## config.mk

```make
export PLATFORM = sky130hd
export DESIGN_NAME = snake_autopilot
export DESIGN_NICKNAME = d
export VERILOG_FILES = /design/src/rtl/snake_autopilot.sv
export SDC_FILE = /design/constraint.sdc
export NUM_CORES = 1
export LEC_CHECK = 0
export CAP_MARGIN = 20
export CORE_ASPECT_RATIO = 1.1
export CORE_MARGIN = 3
export CORE_UTILIZATION = 30
export DETAILED_ROUTE_END_ITERATION = 16
export PLACE_DENSITY = 0.6
export SLEW_MARGIN = 20
export SYNTH_ARGS = -nofsm -noshare
export SYNTH_HDL_FRONTEND = slang
export SYNTH_SLANG_ARGS = --single-unit
```

## constraint.sdc

```tcl
create_clock -name clk -period 3 [get_ports clk]
set_clock_uncertainty 0.15 [all_clocks]
set_input_delay 0.9 -clock clk [delete_from_list [all_inputs] [get_ports clk]]
set_output_delay 0.9 -clock clk [all_outputs]
set_load 0.02 [all_outputs]
```

## src/rtl/snake_autopilot.sv

```systemverilog
// Snake autoplayer: steers the head toward the apple through active-low keys and restarts after death.
// Latency: a key asserts two edges after stall is first sampled and is held for HOLD_CYCLES cycles; restart key one edge after death_stall.
// Backpressure: one decision per stall episode; holds in RELEASE/REST_REL until the game drops stall/death_end.
module snake_autopilot #(
   parameter int HOLD_CYCLES = 8,
   parameter int GRID_MAX    = 15
) (
   input  logic       clk,
   input  logic       rst,
   input  logic       en,
   input  logic       stall,
   input  logic       death_stall,
   input  logic       death_end,
   input  logic [7:0] head,
   input  logic [7:0] apple,
   input  logic [3:0] dir,
   output logic [3:0] key_n,
   output logic       busy,
   output logic [7:0] moves
);

   // One-hot key encodings, bit order {LEFT,UP,DOWN,RIGHT}
   localparam logic [3:0] K_LEFT  = 4'b1000;
   localparam logic [3:0] K_UP    = 4'b0100;
   localparam logic [3:0] K_DOWN  = 4'b0010;
   localparam logic [3:0] K_RIGHT = 4'b0001;
   localparam logic [3:0] K_NONE  = 4'b0000;

   localparam logic [3:0] GMAX      = 4'(GRID_MAX);
   localparam logic [7:0] HOLD_LAST = 8'(HOLD_CYCLES - 1);

   typedef enum logic [2:0] {
      S_OFF,
      S_WAIT,
      S_DECIDE,
      S_PRESS,
      S_RELEASE,
      S_RESTART,
      S_REST_REL
   } state_t;

   state_t     state_q, state_d;
   logic [7:0] cnt_q, cnt_d;
   logic [3:0] k_q, k_d;
   logic [7:0] moves_q, moves_d;
   logic [3:0] key_n_q, key_n_d;
   logic       busy_q, busy_d;

   logic [3:0] hx, hy, ax, ay;
   logic [3:0] pref_key;
   logic [3:0] rev_dir;
   logic [3:0] choice_key;
   logic       skip_press;

   // Steering choice: close x first, then y; never reverse onto the body
   always_comb begin
      hx         = head[3:0];
      hy         = head[7:4];
      ax         = apple[3:0];
      ay         = apple[7:4];
      pref_key   = K_NONE;
      choice_key = K_NONE;
      // Reversing {L,U,D,R} is a bit reversal: LEFT<->RIGHT, UP<->DOWN
      rev_dir    = {dir[0], dir[1], dir[2], dir[3]};

      if (ax > hx) begin
         pref_key = K_RIGHT;
      end else if (ax < hx) begin
         pref_key = K_LEFT;
      end else if (ay > hy) begin
         pref_key = K_DOWN;
      end else if (ay < hy) begin
         pref_key = K_UP;
      end

      choice_key = pref_key;
      if ((pref_key != K_NONE) && (pref_key == rev_dir)) begin
         if (pref_key[3] || pref_key[0]) begin
            // Horizontal reversal: dodge vertically, staying inside the grid
            choice_key = (hy < GMAX) ? K_DOWN : K_UP;
         end else begin
            // Vertical reversal: dodge horizontally, staying inside the grid
            choice_key = (hx < GMAX) ? K_RIGHT : K_LEFT;
         end
      end

      skip_press = (head == apple) || (choice_key == dir);
   end

   // Next state and next registered outputs; outputs follow the current state one edge later
   always_comb begin
      state_d = state_q;
      cnt_d   = cnt_q;
      k_d     = k_q;
      moves_d = moves_q;
      key_n_d = 4'b1111;

      case (state_q)
         S_OFF: begin
            state_d = S_WAIT;
         end
         S_WAIT: begin
            if (death_stall) begin
               state_d = S_RESTART;
            end else if (stall) begin
               state_d = S_DECIDE;
            end
         end
         S_DECIDE: begin
            k_d     = choice_key;
            cnt_d   = 8'd0;
            state_d = skip_press ? S_RELEASE : S_PRESS;
         end
         S_PRESS: begin
            key_n_d = ~k_q;
            if (cnt_q == 8'd0) begin
               moves_d = moves_q + 8'd1;
            end
            if (cnt_q == HOLD_LAST) begin
               cnt_d   = 8'd0;
               state_d = S_RELEASE;
            end else begin
               cnt_d = cnt_q + 8'd1;
            end
         end
         S_RELEASE: begin
            if (death_stall) begin
               state_d = S_RESTART;
            end else if (!stall) begin
               state_d = S_WAIT;
            end
         end
         S_RESTART: begin
            key_n_d = ~K_DOWN;
            if (death_end) begin
               state_d = S_REST_REL;
            end
         end
         S_REST_REL: begin
            if (!death_end) begin
               state_d = S_WAIT;
            end
         end
         default: begin
            state_d = S_OFF;
         end
      endcase

      // Disable wins from any state and releases keys on the very next edge
      if (!en) begin
         state_d = S_OFF;
         cnt_d   = 8'd0;
         moves_d = moves_q;
         key_n_d = 4'b1111;
      end

      busy_d = (key_n_d != 4'b1111);
   end

   // State and output registers with synchronous reset
   always_ff @(posedge clk) begin
      if (rst) begin
         state_q <= S_OFF;
         cnt_q   <= 8'd0;
         k_q     <= K_NONE;
         moves_q <= 8'd0;
         key_n_q <= 4'b1111;
         busy_q  <= 1'b0;
      end else begin
         state_q <= state_d;
         cnt_q   <= cnt_d;
         k_q     <= k_d;
         moves_q <= moves_d;
         key_n_q <= key_n_d;
         busy_q  <= busy_d;
      end
   end

   assign key_n = key_n_q;
   assign busy  = busy_q;
   assign moves = moves_q;

endmodule

```

* Word-level counts from Yosys, hierarchy flattened
Index checks and enable logic that the tools add are counted.
** Storage, ports and cells
- Register bits :: 28
- Input bits :: 26
** Cells by class
- $add $sub $neg :: 2
- Magnitude comparators :: 6
- Eq/ne operators :: 16
- Multiplexer cells :: 21
- Bitwise gates (word level) :: 2
- Reductions and logical operators :: 10
** Operators by type and width (number)
- 2-to-1 mux 3 bit :: 11
- 2-to-1 mux 4 bit :: 6
- one-hot mux 3 bit (7 select lines) :: 1
- adder 8 x 1 -> 8 bit (second input constant) :: 2
- one-hot mux 8 bit (2 select lines) :: 1
- == test 3 bit (second input constant) :: 3
- == test 4 bit :: 2
- == test 8 x 3 -> 1 bit (second input constant) :: 1
- == test 8 bit :: 1
- greater-than comparator 4 bit :: 2
- zero test 8 bit :: 1
- < comparator 4 bit :: 2
- < comparator 4 bit (second input constant) :: 2
- 2-to-1 mux 8 bit :: 1
- one-hot mux 4 bit (2 select lines) :: 1
- == test 3 x 2 -> 1 bit (second input constant) :: 2
- inequality test 2 bit (second input constant) :: 3
- inequality test 3 bit (second input constant) :: 2
- AND reduction 5 bit :: 1
- inequality test 4 bit (second input constant) :: 1
- inverter 4 bit :: 1
- nonzero test 4 bit :: 1
- == test 3 x 1 -> 1 bit (second input constant) :: 1
- zero test 3 bit :: 1
- 6 further kinds :: 7

* Longest topological paths before layout
- Depth in word-level cells :: 12
- Depth in mapped cells :: 10

* Worst setup path after synthesis
OpenSTA, ideal clock, no wires.
- Path kind :: input to register
- From :: in head[2]
- To :: reg state_q[2]
- Library setup time :: 0.122 ns
- Arrival time :: 2.890 ns
- Required time :: 2.728 ns
- Slack :: -0.162 ns
- Stages on the path :: 10
- Buffers on the path :: 0
- Path through :: inv_1 > ha_1 > and4_1 > nand2b_1 > a32o_1 > o22ai_2 > mux2i_1 > xnor2_1 > o21ai_0 > o311a_1
** Between the ends
- Cells in the longest elaborated chain, start to end :: 10
** Ends and longest elaborated chain
- start, declared :: RTL line 14 : input logic [7:0] head,
- < comparator 4 bit :: RTL line 68 : end else if (ax < hx) begin
- 2-to-1 mux 4 bit :: RTL line 68
- 2-to-1 mux 4 bit :: RTL line 66 : if (ax > hx) begin
- == test 4 bit, or another cell as far along :: RTL line 77 : if ((pref_key != K_NONE) && (pref_key == rev_dir)) begin
- logical AND 1 bit / 2-to-1 mux 4 bit (equally long branches) :: RTL line 77, 78
- 2-to-1 mux 4 bit :: RTL line 77
- == test 4 bit :: RTL line 87 : skip_press = (head == apple) || (choice_key == dir);
- logical OR 1 bit (*) :: RTL line 87
- 2-to-1 mux 3 bit (*) :: RTL line 112 : state_d = skip_press ? S_RELEASE : S_PRESS;
- one-hot mux 3 bit (7 select lines) (*) :: RTL line 98 : case (state_q)
- end signal, assigned :: RTL line 170 : state_q <= state_d;
- end, declared :: RTL line 42 : state_t state_q, state_d;
Mark *: on every way between the ends. The rest lies on a longest branch, timed or not.
A chain may end at the register's enable or synchronous reset.

* Final worst setup path
- From :: in apple[0]
- To :: reg state_q[1]
** Between the ends
- Cells in the longest elaborated chain, start to end :: 10
** Ends and longest elaborated chain
- start, declared :: RTL line 15 : input logic [7:0] apple,
- < comparator 4 bit :: RTL line 68
- 2-to-1 mux 4 bit :: RTL line 68
- 2-to-1 mux 4 bit :: RTL line 66
- == test 4 bit, or another cell as far along :: RTL line 77
- logical AND 1 bit / 2-to-1 mux 4 bit (equally long branches) :: RTL line 77, 78
- 2-to-1 mux 4 bit :: RTL line 77
- == test 4 bit :: RTL line 87
- logical OR 1 bit (*) :: RTL line 87
- 2-to-1 mux 3 bit (*) :: RTL line 112
- one-hot mux 3 bit (7 select lines) (*) :: RTL line 98
Marks and branches as above.

==> metrics.md <==
| Metric | Value |
|---|---|
| Final hold violation count | `0` |
| I/O Pins | `39` |
| Post-synthesis register bit count | `28` |
| Synth Instances | `219` |
| Critical path type | `input port to flop` |
| Warnings from Yosys | `0` |
| Chip width | `79.84 µm` |
| Final min period | `2.896 ns` |
| WL final | `4.264 mm` |
| Pwr Density | `321.6 nW/µm²` |
| Routability cong. | `0.8098` |
| DR vias/cell | `4.922` |
| Crit-path cells | `clkdlybuf4s15_1 > inv_2 > ha_4 > nand4_1 > nor4b_2 > a32o_2 > o22ai_4 > buf_6 > mux2i_1 > nand4b_1 > o211ai_1 > a211oi_2` |
| Critical Path Start | `apple[0]` |
| CP max FO | `3` |
| CP peak stage delay | `0.31 ns` |
| Initial antenna violation count | `0` |
| Diode count | `0` |
| Number of global-route vias before repair | `1804` |
| Hold depth | `1` |
| Reg area | `560.5 µm²` |
| Setup crit start kind | `input port` |
| Nets@finish | `320` |
| Root Buffer | `clkbuf_8` |
| Hold Startpoint | `k_q[0]$_SDFFE_PP0P_` |
| Total vias in the final route | `1757` |
| Fin crit share | `between 90% and 100%` |
| Post-DP HPWL | `between 3 and 4 mm` |
| Clock slew at reported path FFs | `about 0.09 ns` |
| Most common cell in the synthesized netlist | `dfxtp_1` |
| Synth top area cells | `dfxtp_1, ha_1, nor2_1` |
| Delay-heaviest family, CP | `compound AO/OA/AOI/OAI gates` |
| Final setup viols | `0` |
| Syn_nets | `about 260` |
| FP Rows | `28` |
| Die H | `87.23 µm` |
| CP Data Required Time | `3.00 ns` |
| Top post-synthesis cells by count | `dfxtp_1, nor2_1, nand2_1, a21oi_1, inv_1` |
| Clock buffer count from CTS | `3` |
| Hold EP | `key_n[0]$_SDFF_PP1_` |
| Worst skew pair latency | `0.27 ns` |
| Total global-route track usage | `13.21%` |
| CTS tree | `done` |
| Grt total ovfl | `0` |
| R2r endpoint | `state_q[2]$_SDFFE_PP0P_` |
| Design Power | `0.8619 mW` |
| PnR worst setup slack | `0.1040 ns` |
| Die area | `6964 µm²` |
| Least-Margin Pin Slew | `0.5451 ns` |
| Fillers | `around 570` |
| Synthesized area | `1799 µm²` |
| Max-slew headroom | `63.52%` |
| Layout cells sized above 1 | `29.08%` |
| CTS Hold Bufs | `0` |
| Worst hold path type | `flop to flop` |
| H-tree levels | `1` |
| R2r setup slk | `0.64 ns` |
| DP Worst Slack | `-0.6358 ns` |
| EDFF count, synth | `0` |
| Antenna Nets Post-Route | `0` |
| R2r startpoint | `cnt_q[3]$_SDFFE_PP0P_` |
| Starting Density | `between 30% and 40%` |
| Critical path buffers and inverters | `3` |
| Ys flop type | `dfxtp_1` |
| Cell taking the most area after synthesis | `dfxtp_1` |
| Max_cap viols | `0` |
| First-pass GRT wire length | `between 7 and 8 mm` |
| Synth-to-layout area growth | `48.96%` |
| Pins Over Slew Limit | `0` |
| CP arrival | `2.90 ns` |
| Area of the multi-input gates | `around 1400 µm²` |
| DR WL/cell | `~12 µm` |
| CTS Buffer Depth | `2` |
| Port bufs | `38` |
| Starting DRC count in detailed routing | `73` |
| Outcome | `finished, final reports clean` |
| Residual DRC count | `0` |
| Critical path's slowest cell | `nor4b_2` |
| Worst Reg-to-Reg Cells | `8` |
| Distinct cell type count after synthesis | `49` |
| Drt pass-1 iters | `4` |
| Core Area | `5605 µm²` |
| Maximum VDD drop | `0.0001473 V` |
| Ys async rst share | `0%` |
| Syn avg cell area | `8.216 µm²` |
| Leakage | `1.001 nW` |
| Fmax | `0.3453 GHz` |
| Largest net degree at the start of global routing | `17` |
| TritonCTS Sinks | `28` |
| CP endpoint kind | `flop` |
| Sequential area share after synthesis | `between 30% and 40%` |
| Post-route core utilization | `about 48%` |
| Top-area cell type share of the netlist area | `31.15%` |
| Levels on crit path | `12` |
-- power by group --
group          switching (mW)  internal (mW)
logic                  0.0830          0.107
registers             0.00575          0.374
clock network           0.113          0.179
total                   0.202          0.660
-- per-layer routing --
layer / share of wire (%) / track usage, % / vias to the layer above
li1: - / - / 921
met1: 47 / 16.93 / 787
met2: 47 / 22.85 / 42
met3: 4.6 / 1.760 / 7
met4: 1.6 / 4.301 / 0
met5: 0 / 0 / -
-- kinds of logic (layout without fill, tap and decap cells) --
kind of cell,Yosys count,count (layout),share of synthesized area (%)
DFF,28,28,31.15
adders and majority gates,11,11,7.649
AOI/OAI and AO/OA,51,51,20.38
and+or+nand+nor,97,97,29.83
buffers and inverters,19,82,4.103
muxes,7,7,3.964
xor gates and xnor gates,6,6,2.921
-- state kept, by name, indices dropped and copies added (netlist names) --
signal   cells
busy         1
k_q          4
moves        8
key_n        4
cnt_q        8
state_q      3
-- cells in the final DEF (no fill, tap or decap), drive strengths merged, types with 2 or more instances in the layout --
cell type,synthesis,layout
or2,2,2
clkdlybuf4s50,0,22
a311oi,2,2
clkdlybuf4s15,0,5
xnor2,2,2
nand2b,8,8
a211oi,3,3
nand3,4,4
nor2,25,25
a31oi,2,2
nor3b,3,3
or3,5,5
buf,3,29
nand2,21,21
a21oi,14,14
clkbuf,3,12
and4,2,2
a22oi,3,3
nor2b,5,5
ha,11,11
dfxtp,28,28
mux2i,6,6
nor4b,2,2
xor2,4,4
nand3b,3,3
a211o,2,2
nand4,7,7
and3,4,4
inv,13,13
o211ai,4,4
o21ai,11,11
-- how the worst max path moves through the flow --
stage,endpoint
final,state_q[1]$_SDFFE_PP0P_
after detailed placement,state_q[2]$_SDFFE_PP0P_
after CTS,state_q[2]$_SDFFE_PP0P_
after global placement,state_q[2]$_SDFFE_PP0P_
after global routing,state_q[0]$_SDFFE_PP0P_
after floorplan,state_q[2]$_SDFFE_PP0P_
-- cell type report --
type | instances | share of cell area (%)
multi-input combinational | 172 | 51.03
sequential | 28 | 20.92
timing repair buffer | 65 | 20.07
tap | 75 | 3.501
inverter | 13 | 1.821
clock buffer | 3 | 1.541
clock inverter | 1 | 1.120
-- timing repair --
action / 4_1_cts / 5_1_grt
pin swaps: 16 / 20
setup endpoints to repair: 7 / 6
buffers inserted: 3 / 0
gates resized for setup: 44 / 31
-- stage by stage --
stage / hold slack (ns) / cells / setup TNS [ns] / instance area, µm²
global placement: 0.2340 / 350 / -3.253 / 2479
CTS: 0.2585 / 357 / 0 / 2659
finish: 0.2544 / 357 / 0 / 2680
floorplan: 0.2179 / 219 / -0.06440 / 1849
detailed placement: 0.2353 / 350 / -3.524 / 2479
global route: 0.2780 / 357 / -0.3502 / 2680
Power figures use the tool's default switching activity.
